===== src/rtl/sync_fifo_pkg.sv =====
// Shared FIFO constants and helpers, reused by all FIFO variants in the block.
package fifo_pkg;
    localparam int DEF_DATA_WIDTH = 4;
    localparam int DEF_ADDR_WIDTH = 3;

    // The occupancy counter needs one extra bit so that it can hold the value DEPTH.
    function automatic int cnt_width(input int addr_width);
        return addr_width + 1;
    endfunction
endpackage


===== src/rtl/sync_fifo_if.sv =====
// Producer/consumer-facing FIFO bus. The master drives requests, and the slave is the FIFO.
interface sync_fifo_if import fifo_pkg::*; #(
    parameter int DATA_WIDTH = DEF_DATA_WIDTH,
    parameter int ADDR_WIDTH = DEF_ADDR_WIDTH
) ();
    logic                               wen;
    logic [DATA_WIDTH-1:0]              wdata;
    logic                               ren;
    logic                               clr_err;
    logic [DATA_WIDTH-1:0]              rdata;
    logic                               rvalid;
    logic                               full;
    logic                               empty;
    logic                               almost_full;
    logic                               almost_empty;
    logic [cnt_width(ADDR_WIDTH)-1:0]   count;
    logic                               overflow;
    logic                               underflow;

    modport master (
        output wen, wdata, ren, clr_err,
        input  rdata, rvalid, full, empty, almost_full, almost_empty, count, overflow, underflow
    );
    modport slave (
        input  wen, wdata, ren, clr_err,
        output rdata, rvalid, full, empty, almost_full, almost_empty, count, overflow, underflow
    );
endinterface


===== src/rtl/sync_fifo_ram.sv =====
// Simple dual-port storage with one write port and a registered, read-enabled read port.
// Only the output register is reset. The array contents are never reset.
module fifo_ram #(
    parameter int DATA_WIDTH = 4,
    parameter int ADDR_WIDTH = 3
) (
    input  logic                  clk,
    input  logic                  rst,
    input  logic                  we_i,
    input  logic [ADDR_WIDTH-1:0] waddr_i,
    input  logic [DATA_WIDTH-1:0] wdata_i,
    input  logic                  re_i,
    input  logic [ADDR_WIDTH-1:0] raddr_i,
    output logic [DATA_WIDTH-1:0] rdata_o
);
    logic [DATA_WIDTH-1:0] mem_q [2**ADDR_WIDTH];
    logic [DATA_WIDTH-1:0] rdata_q;

    always_ff @(posedge clk) begin
        if (we_i) mem_q[waddr_i] <= wdata_i;
    end

    // A read and a write to the same slot in one cycle return the old word.
    always_ff @(posedge clk) begin
        if (rst)       rdata_q <= '0;
        else if (re_i) rdata_q <= mem_q[raddr_i];
    end

    assign rdata_o = rdata_q;
endmodule


===== src/rtl/sync_fifo.sv =====
// Single-clock FIFO with registered read data, occupancy count, threshold flags and sticky errors.
module sync_fifo import fifo_pkg::*; #(
    parameter int DATA_WIDTH = DEF_DATA_WIDTH,
    parameter int ADDR_WIDTH = DEF_ADDR_WIDTH,
    parameter int AFULL_LVL  = (2**ADDR_WIDTH) - 1,
    parameter int AEMPTY_LVL = 1
) (
    input  logic      clk,
    input  logic      rst,
    sync_fifo_if.slave bus
);
    localparam int CW = cnt_width(ADDR_WIDTH);
    localparam logic [CW-1:0] DEPTH_C  = CW'(2**ADDR_WIDTH);
    localparam logic [CW-1:0] AFULL_C  = CW'(AFULL_LVL);
    localparam logic [CW-1:0] AEMPTY_C = CW'(AEMPTY_LVL);

    logic [ADDR_WIDTH:0] wptr_q, wptr_d, rptr_q, rptr_d;
    logic [CW-1:0]       count_q, count_d;
    logic                full_q, empty_q, afull_q, aempty_q;
    logic                ovf_q, ovf_d, unf_q, unf_d;
    logic                rvalid_q;
    logic                wacc, racc;

    always_comb begin
        racc    = bus.ren & ~empty_q;
        wacc    = bus.wen & (~full_q | racc);
        wptr_d  = wptr_q;
        rptr_d  = rptr_q;
        count_d = count_q;
        if (wacc) wptr_d = wptr_q + 1'b1;
        if (racc) rptr_d = rptr_q + 1'b1;
        case ({wacc, racc})
            2'b10:   count_d = count_q + 1'b1;
            2'b01:   count_d = count_q - 1'b1;
            default: count_d = count_q;
        endcase
        // A set condition takes priority over a clear in the same cycle.
        ovf_d = (bus.wen & ~wacc) | (ovf_q & ~bus.clr_err);
        unf_d = (bus.ren & ~racc) | (unf_q & ~bus.clr_err);
    end

    // The flags come from next-state count, so they line up with count.
    always_ff @(posedge clk) begin
        if (rst) begin
            wptr_q   <= '0;
            rptr_q   <= '0;
            count_q  <= '0;
            full_q   <= 1'b0;
            empty_q  <= 1'b1;
            afull_q  <= 1'b0;
            aempty_q <= 1'b1;
            ovf_q    <= 1'b0;
            unf_q    <= 1'b0;
            rvalid_q <= 1'b0;
        end else begin
            wptr_q   <= wptr_d;
            rptr_q   <= rptr_d;
            count_q  <= count_d;
            full_q   <= (count_d == DEPTH_C);
            empty_q  <= (count_d == '0);
            afull_q  <= (count_d >= AFULL_C);
            aempty_q <= (count_d <= AEMPTY_C);
            ovf_q    <= ovf_d;
            unf_q    <= unf_d;
            rvalid_q <= racc;
        end
    end

    fifo_ram #(.DATA_WIDTH(DATA_WIDTH), .ADDR_WIDTH(ADDR_WIDTH)) u_ram (
        .clk     (clk),
        .rst     (rst),
        .we_i    (wacc & ~rst),
        .waddr_i (wptr_q[ADDR_WIDTH-1:0]),
        .wdata_i (bus.wdata),
        .re_i    (racc & ~rst),
        .raddr_i (rptr_q[ADDR_WIDTH-1:0]),
        .rdata_o (bus.rdata)
    );

    assign bus.rvalid       = rvalid_q;
    assign bus.count        = count_q;
    assign bus.full         = full_q;
    assign bus.empty        = empty_q;
    assign bus.almost_full  = afull_q;
    assign bus.almost_empty = aempty_q;
    assign bus.overflow     = ovf_q;
    assign bus.underflow    = unf_q;
endmodule

===== src/flat_wrapper.sv =====
// flat-port wrapper written by rule: the top's interface ports become plain ports
module sync_fifo_flat import fifo_pkg::*;
#(
    parameter int DATA_WIDTH = DEF_DATA_WIDTH,
    parameter int ADDR_WIDTH = DEF_ADDR_WIDTH,
    parameter int AFULL_LVL  = (2**ADDR_WIDTH) - 1,
    parameter int AEMPTY_LVL = 1
)
  (clk, rst, bus_wen, bus_wdata, bus_ren, bus_clr_err, bus_rdata, bus_rvalid, bus_full, bus_empty, bus_almost_full, bus_almost_empty, bus_count, bus_overflow, bus_underflow);
  sync_fifo_if #(.DATA_WIDTH(DATA_WIDTH), .ADDR_WIDTH(ADDR_WIDTH)) bus_i ();
  input  logic clk;
  input  logic rst;
  input wire logic [$bits(bus_i.wen)-1:0] bus_wen;
  input wire logic [$bits(bus_i.wdata)-1:0] bus_wdata;
  input wire logic [$bits(bus_i.ren)-1:0] bus_ren;
  input wire logic [$bits(bus_i.clr_err)-1:0] bus_clr_err;
  output wire logic [$bits(bus_i.rdata)-1:0] bus_rdata;
  output wire logic [$bits(bus_i.rvalid)-1:0] bus_rvalid;
  output wire logic [$bits(bus_i.full)-1:0] bus_full;
  output wire logic [$bits(bus_i.empty)-1:0] bus_empty;
  output wire logic [$bits(bus_i.almost_full)-1:0] bus_almost_full;
  output wire logic [$bits(bus_i.almost_empty)-1:0] bus_almost_empty;
  output wire logic [$bits(bus_i.count)-1:0] bus_count;
  output wire logic [$bits(bus_i.overflow)-1:0] bus_overflow;
  output wire logic [$bits(bus_i.underflow)-1:0] bus_underflow;
  assign bus_i.wen = bus_wen;
  assign bus_i.wdata = bus_wdata;
  assign bus_i.ren = bus_ren;
  assign bus_i.clr_err = bus_clr_err;
  assign bus_rdata = bus_i.rdata;
  assign bus_rvalid = bus_i.rvalid;
  assign bus_full = bus_i.full;
  assign bus_empty = bus_i.empty;
  assign bus_almost_full = bus_i.almost_full;
  assign bus_almost_empty = bus_i.almost_empty;
  assign bus_count = bus_i.count;
  assign bus_overflow = bus_i.overflow;
  assign bus_underflow = bus_i.underflow;
  sync_fifo #(.DATA_WIDTH(DATA_WIDTH), .ADDR_WIDTH(ADDR_WIDTH), .AFULL_LVL(AFULL_LVL), .AEMPTY_LVL(AEMPTY_LVL)) u_core (.clk(clk), .rst(rst), .bus(bus_i));
endmodule

===== config.mk =====
export PLATFORM = sky130hd
export DESIGN_NAME = sync_fifo_flat
export DESIGN_NICKNAME = d
export VERILOG_FILES = /design/src/rtl/sync_fifo_pkg.sv /design/src/rtl/sync_fifo_if.sv /design/src/rtl/sync_fifo_ram.sv /design/src/rtl/sync_fifo.sv /design/src/flat_wrapper.sv
export SDC_FILE = /design/constraint.sdc
export NUM_CORES = 1
export LEC_CHECK = 0
export CAP_MARGIN = 0
export CORE_UTILIZATION = 55
export CTS_CLUSTER_SIZE = 25
export DETAILED_ROUTE_END_ITERATION = 16
export PLACE_DENSITY = 0.78
export SYNTH_ARGS = -nofsm -noshare
export SYNTH_HDL_FRONTEND = slang
export SYNTH_SLANG_ARGS = --single-unit
export TNS_END_PERCENT = 1

===== constraint.sdc =====
create_clock -name clk -period 3.4 [get_ports clk]
set_clock_uncertainty 0.15 [all_clocks]
set_input_delay 1.02 -clock clk [delete_from_list [all_inputs] [get_ports clk]]
set_output_delay 1.02 -clock clk [all_outputs]
set_load 0.05 [all_outputs]

==> results by group, run 1 <==
Finish
  • Multi-input logic area: between 800 and 900 µm²
  • Post-route cell area: 2710 µm²
  • Post-Layout Cell Count: 249
  • Layout Nets: approximately 210
  • Post-layout util: 71.2%
  • Synth-to-layout area growth: 19.8%
  • Fill count: about 260
  • Register Area: 1380 µm²
  • Share of cells above drive strength 1: 18.4%
  • Total inserted antenna cells: 0

CTS
  • Later-pin clock latency in the skew report: 300 ps
  • CTS tree: done
  • H-Tree Level Count: 2
  • Num CTS Buffers: 5
  • Hold_buf cts: 0
  • Root buffer cell: clkbuf_8
  • Worst-path clk slew: 80 ps
  • Longest Clk Path Bufs: 2
  • CTS Sinks: 53

Critical path
  • Worst path bufs/invs: 3
  • Crit Path Class: primary input to flip-flop
  • Crit-path max FO: 5
  • CP Cell Sequence: clkdlybuf4s50_1 > nand2b_1 > a21boi_2 > inv_2 > ha_1 > buf_4 > or3b_1 > o32ai_4 > nor3_2 > o31ai_1
  • Critical Path RT: roughly 3500 ps
  • CP max stage delay: 480 ps
  • Worst Path Arrival: roughly 3400 ps
  • CP Capture Type: flip-flop
  • Startpoint Class: primary input
  • Reg-to-Reg Start: u_core.bus.empty
  • R2r setup slk: roughly 900 ps
  • CP Launch Point: bus_ren
  • Delay-heaviest family, CP: compound AO/OA/AOI/OAI gates
  • Crit-path slowest cell: clkdlybuf4s50_1

Global routing
  • Global-route wire length before repair: 6940 µm
  • Initial antenna violation count: 0
  • GR Util met2: between 30% and 40%
  • Tot GR Track Use: around 22%
  • Grt met1 use: 29.6%
  • Final global-route overflow total: 0
  • Largest net degree at the start of global routing: 21
  • Met3 usage: 5.69%
  • Gr busiest metal: met2
  • Vias in the first global route: approximately 1400

Timing
  • Relative slew margins: 57.2%
  • Finish-stage setup viols: 0
  • Final setup margin: between 100 and 150 ps
  • Hold Slack: 355 ps
  • RSZ-0062 raised after global routing: false
  • Fin Setup TNS: 0 ps
  • Tmin final: 3300 ps
  • F_max: ~0.30 GHz
  • Slew Limit Fails: 0
  • Period utilisation layout: between 90% and 100%
  • Final Hold Vio Count: 0
  • Worst Max-Slew Pin Slew: 641 ps

Synthesis
  • Yosys Warn Count: 0
  • Share of synthesized area occupied by flip-flops and latches: 61.2%
  • Post-synth EDFFs: 32
  • Top cells by count, synth: edfxtp_1 (32), dfxtp_1 (21), nor2_1 (12)
  • Area leader, netlist: edfxtp_1
  • Yosys top cell area share: 42.5%
  • Synth Flop Type: edfxtp_1
  • Top post-synthesis cells by area: edfxtp_1 (43%), dfxtp_1 (19%), mux4_2 (8.0%)
  • Fraction of registers with async set or reset after synthesis: 0%
  • Post-Synthesis Net Count: 179
  • Synth unique cells: 39
  • Yosys reg bits: 53
  • Most frequent cell after synthesis: edfxtp_1
  • Average size of a mapped cell: 13.7 µm²
  • Synth Instances: 165
  • Mapped Area: 2260 µm²

Pwr
  • Power per cell area: 640 nW/µm²
  • Leak pwr: 0.943 nW
  • Peak VDD IR: 358 µV
  • Total power: between 1.5 and 2 mW

Route
  • Total number of vias: around 1400
  • DR DRC count: 0
  • ANT nets after route: 0
  • DR iter-0 viols: 57
  • Routed wire length: 4180 µm
  • Wirelength per Cell: approximately 17 µm
  • Pre-Repair DR Iteration Count: 4
  • Via/cell ratio: 5.75

Run
  • Max-cap violation count: 0

Die
  • IO Pins: 24
  • Die Height: around 66 µm
  • Core Area: 3800 µm²
  • Placement Rows: 22
  • Initial Util: roughly three fifths
  • Die X: 66.1 µm
  • Die area: about 4400 µm²

Worst hold path
  • Hold path start: u_core.bus.overflow
  • Worst Hold Class: flip-flop to flip-flop

Place
  • GP Congestion: about 0.77
  • Worst slack at placement: -229 ps
  • DP Area: 2610 µm²
  • Dpl hpwl: 2930 µm
  • Placed Cells incl. Taps: 240
  • Port bufs: 23

Run status
  • Status: finished, final reports clean
-- area by class of cell --
cell class,count,area share (%)
sequential,53,51.1
multi-input combinational,95,29.8
timing repair buffer,39,13.0
clock buffer,6,2.68
tap,48,2.22
inverter,6,0.833
clock inverter,2,0.416
-- cell usage in the layout (no fill, tap or decap), types with 4 or more instances in the layout --
cell / instances
edfxtp_1: 32
clkdlybuf4s50_1: 23
dfxtp_1: 21
buf_4: 16
nor2_1: 12
a21oi_1: 10
nand2_1: 9
mux4_2: 8
inv_1: 5
nor4b_1: 5
xor2_1: 5
mux2i_1: 5
o21ai_0: 5
ha_1: 5
clkbuf_8: 5
nand2b_1: 4
-- timing repair --
item / in CTS / in global routing
endpoints found under the setup margin: 0 / 6
gates resized for setup: 0 / 3
setup buffers: 0 / 1
-- metal layers --
layer / share of wire, % / vias up
met4: 0.93 / 0
met3: 5.1 / 5
met2: 49 / 43
met5: 0 / -
met1: 45 / 697
li1: - / 687
-- logic make-up after synthesis --
kind of cell	count (synthesis)	synth area share, %
AO/OA/AOI/OAI	28	8.81
XOR/XNOR	7	3.38
adder cells (fa/ha/maj)	5	2.77
buffers and inverters	17	3.49
flip-flops	53	61.2
multiplexers	13	10.2
AND/OR/NAND/NOR	42	10.2
-- power breakdown --
| group | switching [mW] | total [mW] | internal, mW |
|---|---|---|---|
| Sequential | 0.0710 | 0.809 | 0.738 |
| Combinational | 0.341 | 0.591 | 0.250 |
| Clock | 0.189 | 0.332 | 0.143 |
| Total | 0.601 | 1.73 | 1.13 |
-- flip-flops by register name, summed over array words and instances, names as in the netlist --
register,cells
u_core.rptr_q,3
u_core.u_ram.rdata_o,4
u_core.bus.rvalid,1
u_core.bus.count,4
u_core.u_ram.mem_q,32
u_core.bus.overflow,1
u_core.bus.empty,1
u_core.bus.full,1
u_core.bus.underflow,1
u_core.bus.almost_empty,1
u_core.wptr_q,3
u_core.bus.almost_full,1
-- worst reg2reg max path, cell delays in order (launching register included) --
cell and delay [ps]:
dfxtp_1 330, nand2b_1 170, a21boi_2 180, inv_2 80, ha_1 210, buf_4 160, or3b_1 420, o32ai_4 340
nor3_2 90, o31ai_1 260
-- path summary, 6_finish.rpt --
check	end	cells past startpoint
max reg2reg	u_core.bus.empty	9
min	u_core.bus.overflow	2
max	u_core.bus.empty	10
min reg2reg	u_core.bus.overflow	2
No activity file was read; power rests on OpenSTA's default activity.
==> inputs of run 2 (changes only) <==
- CAP_MARGIN: 0 -> 40
- CTS_CLUSTER_DIAMETER: not set -> 80
==> results of run 2 <==
Same layout as run 1: the final DEF is identical, and so are final timing and power.
==> inputs of run 3 (changes only) <==
--- a/config.mk
+++ b/config.mk
@@ -12,4 +12,5 @@
 export DETAILED_ROUTE_END_ITERATION = 16
 export PLACE_DENSITY = 0.78
+export SLEW_MARGIN = 5
 export SYNTH_ARGS = -nofsm -noshare
 export SYNTH_HDL_FRONTEND = slang
==> constraint.sdc (replaced) <==
create_clock -name clk -period 3.4 [get_ports clk]
set_clock_uncertainty 0.15 [all_clocks]
set_input_delay 0.68 -clock clk [delete_from_list [all_inputs] [get_ports clk]]
set_output_delay 0.68 -clock clk [all_outputs]
set_load 0.05 [all_outputs]
==> results by group, run 3 (synthesized netlist as in run 1, its figures left out) <==
Run status
  • Status: finished, final reports clean

Timing
  • Tmin final: 2940 ps (-351 ps)
  • RSZ-0062 raised after global routing: false
  • Period utilisation layout: 86.6% (-10 points)
  • F_max: 0.340 GHz (+12%)
  • Finish-stage setup viols: 0 (unchanged)
  • Hold Slack: 340 ps (-15.5 ps)
  • Fin Setup TNS: 0 ps (unchanged)
  • Slew Limit Fails: 0 (unchanged)
  • Relative slew margins: 56.6% (-0.63 points)
  • Final Hold Vio Count: 0 (unchanged)
  • Worst Max-Slew Pin Slew: 650 ps (+9.37 ps)

Die
  • Die Height: 66.1 µm (unchanged)
  • Core Area: 3800 µm² (unchanged)
  • Die area: 4370 µm² (unchanged)
  • Initial Util: 59.5% (unchanged)
  • Die X: 66.1 µm (unchanged)
  • Placement Rows: 22 (unchanged)
  • IO Pins: 24 (unchanged)

Finish
  • Layout Nets: 210 (-1.9%)
  • Commonest non-fill, non-tap cell in the layout: edfxtp_1
  • Synth-to-layout area growth: 19.3%
  • Max reg flops: 32 (unchanged)
  • Post-layout util: 70.9% (-0.26 points)
  • Commonest cells after routing, fill and taps aside: edfxtp_1 (32), clkdlybuf4s50_1 (23), dfxtp_1 (21)
  • Biggest register: u_core.u_ram.mem_q
  • Total inserted antenna cells: 0 (unchanged)
  • Share of cells above drive strength 1: 16.2% (-2.2 points)
  • Fill count: 253 (-3.1%)
  • Post-Layout Cell Count: 245 (-1.6%)

CTS
  • Post-CTS Resized: 0 (unchanged)
  • Worst-path clk slew: 90 ps (about the same)
  • CTS Sinks: 53 (unchanged)
  • Num CTS Buffers: 5 (unchanged)
  • CTS tree: done
  • Later-pin clock latency in the skew report: 300 ps (about the same)
  • Post-CTS Setup Bufs: 0 (unchanged)
  • H-Tree Level Count: 2 (unchanged)
  • Root buffer cell: clkbuf_8
  • Longest Clk Path Bufs: 2 (unchanged)
  • Hold_buf cts: 0 (unchanged)

Critical path
  • Crit-path slowest cell: clkdlybuf4s50_1
  • Crit Path Class: primary input to flip-flop
  • CP Capture Type: flip-flop
  • Crit-path max FO: 4 (-1)
  • Most common cell on crit path: ha_1
  • Startpoint Class: primary input
  • Worst Path Arrival: 2970 ps (-380 ps)
  • CP Cell Sequence: clkdlybuf4s50_1 > nand2b_1 > a21boi_1 > inv_1 > ha_1 > xor2_1 > ha_1 > a21oi_1 > xor3_1 > a31oi_1 > o31ai_1
  • CP max stage delay: 470 ps (about the same)
  • Worst path bufs/invs: 2 (-1)
  • Critical Path RT: 3430 ps (-30 ps)
  • Delay-heaviest family, CP: compound AO/OA/AOI/OAI gates

Global routing
  • Largest net degree at the start of global routing: 21 (unchanged)
  • Initial antenna violation count: 0 (unchanged)
  • Vias in the first global route: 1321 (-7.2%)
  • Final global-route overflow total: 0 (unchanged)
  • Global-route wire length before repair: 6360 µm (-8.4%)
  • Tot GR Track Use: 20.7% (-1.8 points)

Pwr
  • NetSw: 0.602 mW (+0.18%)
  • Internal power: 1.20 mW (+5.7%)
  • Clock share of power: 23.3% (+4.1 points)
  • Leak pwr: 0.945 nW (+0.20%)
  • Peak VDD IR: 376 µV (+4.9%)
  • Power per cell area: 667 nW/µm² (+4.1%)
  • Seq pwr share: 45.0% (-1.7 points)
  • Switching share of total power: 33.5% (-1.2 points)
  • Combinational fraction of design power: 31.7% (-2.4 points)

Place
  • Placed Cells incl. Taps: 237 (-1.3%)
  • Dpl hpwl: 2910 µm (-0.63%)
  • Port bufs: 23 (unchanged)
  • GP Congestion: 0.785 (+1.4%)

Route
  • Pre-Repair DR Iteration Count: 4 (unchanged)
  • ANT nets after route: 0 (unchanged)
  • DR iter-0 viols: 76 (+33%)
  • Via/cell ratio: 5.71 (-0.78%)
  • DR DRC count: 0 (unchanged)
  • Routed wire length: 4090 µm (-2.3%)
  • Wirelength per Cell: 16.7 µm (-0.68%)
  • Total number of vias: 1398 (-2.4%)

Run
  • Max-cap violation count: 0 (unchanged)

Worst hold path
  • Worst Hold Class: flip-flop to flip-flop
## run 3: per-stage QoR
step	total power [mW]	area (µm²)	setup slack [ps]
floorplan	1.23	2260	569
global placement	1.37	2580	219
detailed placement	1.39	2580	140
CTS	1.81	2700	457
global route	1.88	2700	258
finish	1.80	2700	455
## run 3: worst paths after layout
kind	startpoint	end	slack, ps	depth (start not counted)
hold reg to reg	u_core.bus.overflow	u_core.bus.overflow	340	2
setup reg to reg	u_core.bus.empty	u_core.bus.empty	900	10
hold / removal	u_core.bus.overflow	u_core.bus.overflow	340	2
setup / recovery	bus_ren	u_core.bus.empty	460	11
## run 3: worst register-to-register path, stage by stage, from the launching register on
cell and delay (ps):
dfxtp_1 330, nand2b_1 160, a21boi_1 200, inv_1 120, ha_1 230, xor2_1 150
ha_1 190, a21oi_1 200, xor3_1 300, a31oi_1 270, o31ai_1 90
## run 3: metal layers
metal	part of all wire, %	vias up	GRT usage, %
met5	0	-	0
met4	0.44	0	4.79
met3	4.8	2	5.86
met2	51	34	33.9
met1	44	685	27.3
li1	-	677	-
## run 3: final cells by class
class	instances	area, µm²	area share [%]
clock buffers	5	68.8	2.55
clock inverters	3	43.8	1.62
inverters	6	22.5	0.836
multi-input cells	95	798	29.6
flip-flops and latches	53	1380	51.3
well taps	48	60.1	2.23
repair buffers	35	320	11.9
## run 3: power by group through the flow
stage | combinational (mW) | clock (mW) | sequential [mW]
6_report | 0.569 | 0.418 | 0.809
5_1_grt | 0.608 | 0.452 | 0.819
4_1_cts | 0.570 | 0.426 | 0.809
3_5_place_dp | 0.566 | 0 | 0.824
3_3_place_gp | 0.553 | 0 | 0.819
2_1_floorplan | 0.287 | 0 | 0.939
